### src/rtl/fp_mult_pipe.sv
// fp_mult_pipe: three-stage floating-point multiplier with a valid bit per
// pipeline slot, one global advance enable, round-to-nearest-even and sticky
// overflow/exception flags.
//
// Handshake: an operand pair is accepted on every rising clk edge where
// reset=1, en=1 and in_valid=1. There is no ready signal. en=0 freezes every
// register, so the source must hold off issuing until en returns. out_valid
// marks the cycle in which result and the per-result flags belong to one
// accepted operation. While en=0 out_valid is held, so a consumer counts a
// result only on an edge where en=1.
module fp_mult_pipe #(
  parameter int EXP_W = 8,
  parameter int MAN_W = 23,
  parameter int N     = EXP_W + MAN_W + 1
) (
  input  logic         clk,
  input  logic         reset,
  input  logic         en,
  input  logic         in_valid,
  input  logic [N-1:0] inputA,
  input  logic [N-1:0] inputB,
  input  logic         clr_flags,
  output logic         out_valid,
  output logic [N-1:0] result,
  output logic         overflow,
  output logic         underflow,
  output logic         exception,
  output logic         sticky_ovf,
  output logic         sticky_exc
);

  localparam int PW = 2 * MAN_W + 2;  // full product width
  localparam int EW = EXP_W + 2;      // signed working exponent width
  localparam logic [EXP_W-1:0]     EXP_ONES = '1;
  localparam logic signed [EW-1:0] BIAS     = {3'b000, {(EXP_W-1){1'b1}}};
  localparam logic signed [EW-1:0] EXP_MAX  = {2'b00, {EXP_W{1'b1}}};
  localparam logic [N-1:0]         QNAN     = {1'b0, EXP_ONES, 1'b1, {(MAN_W-1){1'b0}}};

  // Operand field decode; exponent 0 (zero or denormal) is flushed to zero.
  logic             a_sign, b_sign;
  logic [EXP_W-1:0] a_exp, b_exp;
  logic [MAN_W-1:0] a_frac, b_frac;
  logic             a_zero, b_zero, a_inf, b_inf, a_nan, b_nan;

  assign a_sign = inputA[N-1];
  assign b_sign = inputB[N-1];
  assign a_exp  = inputA[N-2 -: EXP_W];
  assign b_exp  = inputB[N-2 -: EXP_W];
  assign a_frac = inputA[MAN_W-1:0];
  assign b_frac = inputB[MAN_W-1:0];
  assign a_zero = (a_exp == '0);
  assign b_zero = (b_exp == '0);
  assign a_inf  = (a_exp == EXP_ONES) && (a_frac == '0);
  assign b_inf  = (b_exp == EXP_ONES) && (b_frac == '0);
  assign a_nan  = (a_exp == EXP_ONES) && (a_frac != '0);
  assign b_nan  = (b_exp == EXP_ONES) && (b_frac != '0);

  // Stage 1 registers: unpacked operands with hidden bit and class bits.
  logic             s1_valid, s1_sign_a, s1_sign_b;
  logic [EXP_W-1:0] s1_exp_a, s1_exp_b;
  logic [MAN_W:0]   s1_man_a, s1_man_b;
  logic             s1_zero_a, s1_zero_b, s1_inf_a, s1_inf_b, s1_nan_a, s1_nan_b;

  // Stage 1: capture decoded operands when the pipe advances.
  always_ff @(posedge clk) begin
    if (!reset) begin
      s1_valid  <= 1'b0;
      s1_sign_a <= 1'b0;
      s1_sign_b <= 1'b0;
      s1_exp_a  <= '0;
      s1_exp_b  <= '0;
      s1_man_a  <= '0;
      s1_man_b  <= '0;
      s1_zero_a <= 1'b0;
      s1_zero_b <= 1'b0;
      s1_inf_a  <= 1'b0;
      s1_inf_b  <= 1'b0;
      s1_nan_a  <= 1'b0;
      s1_nan_b  <= 1'b0;
    end else if (en) begin
      s1_valid  <= in_valid;
      s1_sign_a <= a_sign;
      s1_sign_b <= b_sign;
      s1_exp_a  <= a_exp;
      s1_exp_b  <= b_exp;
      s1_man_a  <= a_zero ? '0 : {1'b1, a_frac};
      s1_man_b  <= b_zero ? '0 : {1'b1, b_frac};
      s1_zero_a <= a_zero;
      s1_zero_b <= b_zero;
      s1_inf_a  <= a_inf;
      s1_inf_b  <= b_inf;
      s1_nan_a  <= a_nan;
      s1_nan_b  <= b_nan;
    end
  end

  // Stage 2 registers: raw product, sign, unbiased exponent sum, special case.
  logic                 s2_valid, s2_sign, s2_nan, s2_inf, s2_zero;
  logic [PW-1:0]        s2_prod;
  logic signed [EW-1:0] s2_exp;

  // Stage 2: multiply mantissas and classify special operand combinations.
  always_ff @(posedge clk) begin
    if (!reset) begin
      s2_valid <= 1'b0;
      s2_sign  <= 1'b0;
      s2_nan   <= 1'b0;
      s2_inf   <= 1'b0;
      s2_zero  <= 1'b0;
      s2_prod  <= '0;
      s2_exp   <= '0;
    end else if (en) begin
      s2_valid <= s1_valid;
      s2_sign  <= s1_sign_a ^ s1_sign_b;
      s2_nan   <= s1_nan_a | s1_nan_b | (s1_inf_a & s1_zero_b) | (s1_inf_b & s1_zero_a);
      s2_inf   <= s1_inf_a | s1_inf_b;
      s2_zero  <= s1_zero_a | s1_zero_b;
      s2_prod  <= PW'(s1_man_a) * PW'(s1_man_b);
      s2_exp   <= $signed({2'b00, s1_exp_a}) + $signed({2'b00, s1_exp_b}) - BIAS;
    end
  end

  // Stage 3 datapath: normalise, round to nearest even, range check, pack.
  logic [PW-1:0]        norm;
  logic [MAN_W:0]       kept;
  logic                 guard_bit, sticky_bit, round_up, carry;
  logic [MAN_W+1:0]     rounded;
  logic [MAN_W-1:0]     frac_f;
  logic signed [EW-1:0] exp_f;
  logic [N-1:0]         nxt_result;
  logic                 nxt_ovf, nxt_unf, nxt_exc;

  // Combinational normalise/round and special-case result selection.
  always_comb begin
    norm       = s2_prod[PW-1] ? s2_prod : (s2_prod << 1);
    kept       = norm[PW-1 -: MAN_W+1];
    guard_bit  = norm[MAN_W];
    sticky_bit = |norm[MAN_W-1:0];
    round_up   = guard_bit & (sticky_bit | kept[0]);
    rounded    = {1'b0, kept} + {{(MAN_W+1){1'b0}}, round_up};
    carry      = rounded[MAN_W+1];
    frac_f     = carry ? rounded[MAN_W:1] : rounded[MAN_W-1:0];
    exp_f      = s2_exp + {{(EW-1){1'b0}}, s2_prod[PW-1]} + {{(EW-1){1'b0}}, carry};
    nxt_result = {s2_sign, exp_f[EXP_W-1:0], frac_f};
    nxt_ovf    = 1'b0;
    nxt_unf    = 1'b0;
    nxt_exc    = 1'b0;
    if (s2_nan) begin
      nxt_result = QNAN;
      nxt_exc    = 1'b1;
    end else if (s2_inf) begin
      nxt_result = {s2_sign, EXP_ONES, {MAN_W{1'b0}}};
      nxt_exc    = 1'b1;
    end else if (s2_zero) begin
      nxt_result = {s2_sign, {(N-1){1'b0}}};
    end else if (exp_f >= EXP_MAX) begin
      nxt_result = {s2_sign, EXP_ONES, {MAN_W{1'b0}}};
      nxt_ovf    = 1'b1;
    end else if (exp_f <= 0) begin
      nxt_result = {s2_sign, {(N-1){1'b0}}};
      nxt_unf    = 1'b1;
    end
    // Flags of an empty slot are forced low so they never reach the stickies.
    nxt_ovf = nxt_ovf & s2_valid;
    nxt_unf = nxt_unf & s2_valid;
    nxt_exc = nxt_exc & s2_valid;
  end

  // Stage 3: output registers; clearing loads the incoming flags directly.
  always_ff @(posedge clk) begin
    if (!reset) begin
      out_valid  <= 1'b0;
      result     <= '0;
      overflow   <= 1'b0;
      underflow  <= 1'b0;
      exception  <= 1'b0;
      sticky_ovf <= 1'b0;
      sticky_exc <= 1'b0;
    end else if (en) begin
      out_valid  <= s2_valid;
      result     <= nxt_result;
      overflow   <= nxt_ovf;
      underflow  <= nxt_unf;
      exception  <= nxt_exc;
      sticky_ovf <= clr_flags ? nxt_ovf : (sticky_ovf | nxt_ovf);
      sticky_exc <= clr_flags ? nxt_exc : (sticky_exc | nxt_exc);
    end
  end

endmodule

### config.mk
export PLATFORM = sky130hd
export DESIGN_NAME = fp_mult_pipe
export DESIGN_NICKNAME = d
export VERILOG_FILES = /design/src/rtl/fp_mult_pipe.sv
export SDC_FILE = /design/constraint.sdc
export NUM_CORES = 2
export LEC_CHECK = 0
export CAP_MARGIN = 20
export CORE_MARGIN = 2
export CORE_UTILIZATION = 50
export DETAILED_ROUTE_END_ITERATION = 8
export PLACE_DENSITY_LB_ADDON = 0.25
export SETUP_SLACK_MARGIN = 0.5
export SLEW_MARGIN = 20
export SYNTH_ARGS = -nofsm -noshare
export SYNTH_HDL_FRONTEND = slang
export SYNTH_SLANG_ARGS = --single-unit
### constraint.sdc
create_clock -name clk -period 9.5 [get_ports clk]
set_clock_uncertainty 0.05 [all_clocks]
set_input_delay 0.95 -clock clk [delete_from_list [all_inputs] [get_ports clk]]
set_output_delay 0.95 -clock clk [all_outputs]
set_load 0.1 [all_outputs]
After elaboration in Yosys (flattened, before gate mapping). Index checks and enable logic that the tools add are counted.

Memories: 0. Output and inout port bits: 38. Latch bits: 0. RAM bits: 0. Logic and storage cells: 85. Bits in read-only memories: 0. Register bits: 174.

$mul: 1. Div/mod/pow operators: 0. Equal/unequal tests: 2. $add $sub $neg: 5. Mux-type cells: 22. Shift operators: 0. Bitwise logic cells: 15. Reductions and logical operators: 11. Magnitude comparators: 2.

Operator list (count): 31-bit two-way mux (4); 24-bit by 24-bit multiplier with 48-bit output (1); 24-bit two-way mux (2); 48-bit two-way mux (1); 23-bit zero test (2); 23-bit nonzero test (2); 32-bit two-way mux (1); 24-bit by 1-bit adder with 25-bit output (1); 23-bit two-way mux (1); 23-bit OR reduction (1); 10-bit by 1-bit adder with 10-bit output (2); 8-bit equality test (second input constant) (2); 8-bit zero test (2); 1-bit two-way mux (13); 10-bit by 9-bit >= comparator with 1-bit output (second input constant) (1); 10-bit by 1-bit less-or-equal comparator with 1-bit output (second input constant) (1); 9-bit by 7-bit subtractor with 10-bit output (second input constant) (1); 8-bit by 8-bit adder with 9-bit output (1); 1-bit OR (8); 1-bit bitwise AND (6); 1-bit logical AND (4); 1-bit bitwise XOR (1).

Logic depth before layout (Yosys ltp).
Depth in word-level cells: 14. Gate-level depth with buffers: 27. Depth with buffers taken out: 25.

Worst setup path before layout. No wires, ideal clock.

Path type: flip-flop to flip-flop. From: reg s1_man_b[3]. To: reg s2_prod[46]. Setup slack: 2.700 ns. Path buffers: 2. Stages on the path, launching flop included: 28. Library setup time: 0.075 ns. Data arrival time: 6.675 ns. Period minus slack after synthesis: 6.800 ns. Path through: dfxtp_1 > clkbuf_1 > clkbuf_1 > nand2_1 > fa_1 > inv_1 > fa_1 > inv_1 > fa_1 > inv_1 > fa_1 > inv_1 > fa_1 > inv_1 > fa_1 > inv_1 > fa_1 > inv_1 > ha_1 > a21o_1 > a21o_1 > a21oi_1 > a2bb2oi_1 > a21oi_1 > o2111ai_1 > nor3b_1 > mux2_2 > o22ai_1.

Word-level cells in the longest chain between the ends: 1.

Ends and longest elaborated chain: from (decl) (RTL line 61) `logic [MAN_W:0] s1_man_a, s1_man_b;`; from (signal assigned) (RTL line 87) `s1_man_b <= b_zero ? '0 : {1'b1, b_frac};`; 24-bit by 24-bit multiplier with 48-bit output (RTL line 118) `s2_prod <= PW'(s1_man_a) * PW'(s1_man_b);`; to (signal assigned) (RTL line 118); to (decl) (RTL line 99) `logic [PW-1:0] s2_prod;`.

No other way between the ends. A chain may end at the register's enable or synchronous reset.

Final worst setup path. Ends and elaborated chain as after synthesis.

==> results.yml <==
logic_synthesis:
  syn_nets: 3823
  synthArstFlopShare_pct: 0
  yosysWarnings: 0
  syn_area_um2: 26800
  yosysSeqAreaShare_pct: 13.0
  ys_top_cells_by_count: "inv_1 (570), fa_1 (484), nand2_1 (397), and2_1 (300), ha_1 (191)"
  synth.most_common_cell: "inv_1"
  synth.area.top_cells: "fa_1 (36%), dfxtp_1 (13%), ha_1 (8.9%)"
  synth_top_area_share_pct: 36.1
  synthFlopType: "dfxtp_1"
  synth_area_per_cell_um2: 8.71
  synth_edf_count: 0
  synth_seq_cells: 174
  synth_cells: 3079
  ys_types: 77
  yosys.area.top_type: "fa_1"
worst_setup_path:
  r2r_slack_ns: 1.52
  critPathKind: "flip-flop to flip-flop"
  startpoint_type: "flip-flop"
  crit_start: "s1_man_b[3]$_SDFFE_PN0P_"
  rr_endpoint: "s2_prod[46]$_SDFFE_PN0P_"
  worstPathMaxFanout: 25
  required_ns: 9.80
  worstReg2RegStart: "s1_man_b[3]$_SDFFE_PN0P_"
  ff2ff_path_depth: 25
  cp-end-kind: "flip-flop"
  arrival_ns: 8.28
sta:
  slew_viol_final: 0
  slew_headroom_pct: 24.5
  hold_viol: 0
  max_freq_mhz: 125
  fin_setup_tns_ns: 0
  fin_crit_sh_pct: 84.0
  timing.final.crit_period_ns: 7.98
  worst_pin_slew_ns: 1.13
  finalSetupViolations: 0
  rsz0062_at_grt: "false"
power_and_ir_drop:
  leakage_nw: 13.9
  power-per-cell-area_nw_per_um2: 94.4
  irDropWorstVdd_mv: 0.110
cts:
  postCtsHoldBufs: 0
  post-cts-setup-buffers: 0
  clk_pin_slew_ns: 0.08
  insertion_delay_ns: 0.45
  cts_root_buf: "clkbuf_16"
  clk_path_buf_depth: 2
  cts_buffers: 17
  clkSinkCount: 174
  htreeDepth: 4
  cts_resized: 0
  cts_tree: "built"
global_routing:
  grt_pass1_wl_um: 120000
  grt-ovfl-total: 0
  grt_max_degree: 95
  gr-usage-all-layers_pct: 27.1
  first_global_vias: 22692
  antenna_found_initial: 3
placement:
  place_area_um2: 28400
  place_inst: 3752
  io_buffers: 106
  dp_hpwl_um: 57400
  gp_congestion: 0.952
die:
  initial_utilization_pct: 50.8
  coreArea_um2: 52800
  ios: 107
  fp.dieW_um: 236
  die_area_um2: 55500
  die_y_um: 236
  rows: 84
final_layout:
  instances_no_fill: 3785
  syn_to_final_growth_pct: 8.34
  fill_cells: 4830
  layout.nets: 3827
  final_cell_area_um2: 29000
  drive_gt1_share_pct: 3.62
route:
  drc: 0
  wl_met2_um: 33800
  wl_per_cell_um: 19.2
  drt_iter0_drc: 1694
  ant_nets: 0
  vias_per_cell: 5.60
  highest_layer: "met5"
  drt_pre_antenna_iters: 7
  wl_met3_um: 5490
  num_vias: 21178
  met1Wirelength_um: 31000
  drt_wl_total_um: 72800
hold_path:
  min_path_cells: 2
  holdCritPathClass: "flip-flop to flip-flop"
  hold_path_startpoint: "result[16]$_SDFFE_PN0P_"
  min_to: "result[16]$_SDFFE_PN0P_"
run:
  drv_cap: 0
run_status:
  status: "finished, final reports clean"
## cell usage in the layout, fill, tap and decap left out, drive strengths merged, types with 75 or more instances in the layout
cell | Yosys | final
inv | 571 | 578
fa | 484 | 484
dfxtp | 174 | 174
clkdlybuf4s50 | 0 | 105
nor2 | 164 | 164
o21ai | 75 | 75
nand2 | 397 | 397
ha | 191 | 191
a21oi | 99 | 99
and2 | 300 | 300
## through the flow
| stage | setup slack [ns] | hold slack [ns] | total power [W] | util [%] |
|---|---|---|---|---|
| floorplan | 2.70 | 0.391 | 0.00163 | - |
| global placement | 1.73 | 0.395 | 0.00198 | 53.9 |
| detailed placement | 1.58 | 0.393 | 0.00200 | 53.9 |
| CTS | 1.56 | 0.409 | 0.00274 | 55.0 |
| global route | 1.19 | 0.434 | 0.00292 | 55.0 |
| finish | 1.52 | 0.416 | 0.00274 | 55.0 |
## worst max-delay path by stage
stage	endpoint	cells past startpoint
CTS	s2_prod[46]$_SDFFE_PN0P_	25
floorplan	s2_prod[46]$_SDFFE_PN0P_	27
detailed placement	s2_prod[46]$_SDFFE_PN0P_	25
global route	s2_prod[46]$_SDFFE_PN0P_	25
finish	s2_prod[46]$_SDFFE_PN0P_	25
global placement	s2_prod[46]$_SDFFE_PN0P_	25
## registers in the layout, indices dropped and copies added, names as in the netlist, 8 cells and up
signal,flops
result,32
s1_man_b,24
s2_exp,10
s1_exp_b,8
s2_prod,48
s1_man_a,24
s1_exp_a,8
## cell families after synthesis
group / share of synthesized area [%]
and+or+nand+nor: 18.6
muxes: 2.31
xor gates and xnor gates: 1.80
DFF: 13.0
AOI/OAI and AO/OA: 8.78
buffers and inverters: 10.4
adders and majority gates: 45.1
## final cells by class
class | count | area, µm² | area share (%)
tap | 688 | 861 | 2.96
clock inverter | 14 | 173 | 0.595
timing repair buffer | 152 | 1400 | 4.83
sequential | 174 | 3490 | 12.0
inverter | 572 | 2150 | 7.40
clock buffer | 18 | 429 | 1.48
multi-input combinational | 2166 | 20500 | 70.7
antenna | 1 | 2.50 | 0.00862
## critical path, stage by stage, from the launching register on
cell and delay [ns]:
dfxtp_1 1.05, nand2_1 0.18, fa_1 0.59, inv_1 0.05
fa_1 0.47, inv_1 0.05, fa_1 0.54, inv_1 0.07
fa_1 0.51, inv_1 0.06, fa_1 0.54, inv_1 0.06
fa_1 0.49, inv_1 0.05, fa_1 0.48, inv_1 0.04
ha_1 0.31, a21o_1 0.23, a21o_1 0.17, a21oi_1 0.18
a2bb2oi_1 0.41, a21oi_1 0.25, o2111ai_1 0.32, nor3b_1 0.24
mux2_2 0.35, o22ai_1 0.12
## per-layer routing
metal  vias to the layer above  global-route usage (%)
li1                       9549                       -
met1                     10640                    36.6
met2                       852                    44.2
met3                       133                    4.60
met4                         4                    9.46
met5                         -                       0
## report_power, final
| group | leakage [nW] | switching, W | internal, W | total, W |
|---|---|---|---|---|
| registers | 1.43 | 0.000108 | 0.000783 | 0.000891 |
| clock network | 0.290 | 0.000349 | 0.000378 | 0.000727 |
| logic | 12.1 | 0.000695 | 0.000428 | 0.00112 |
Power figures use the tool's default switching activity.
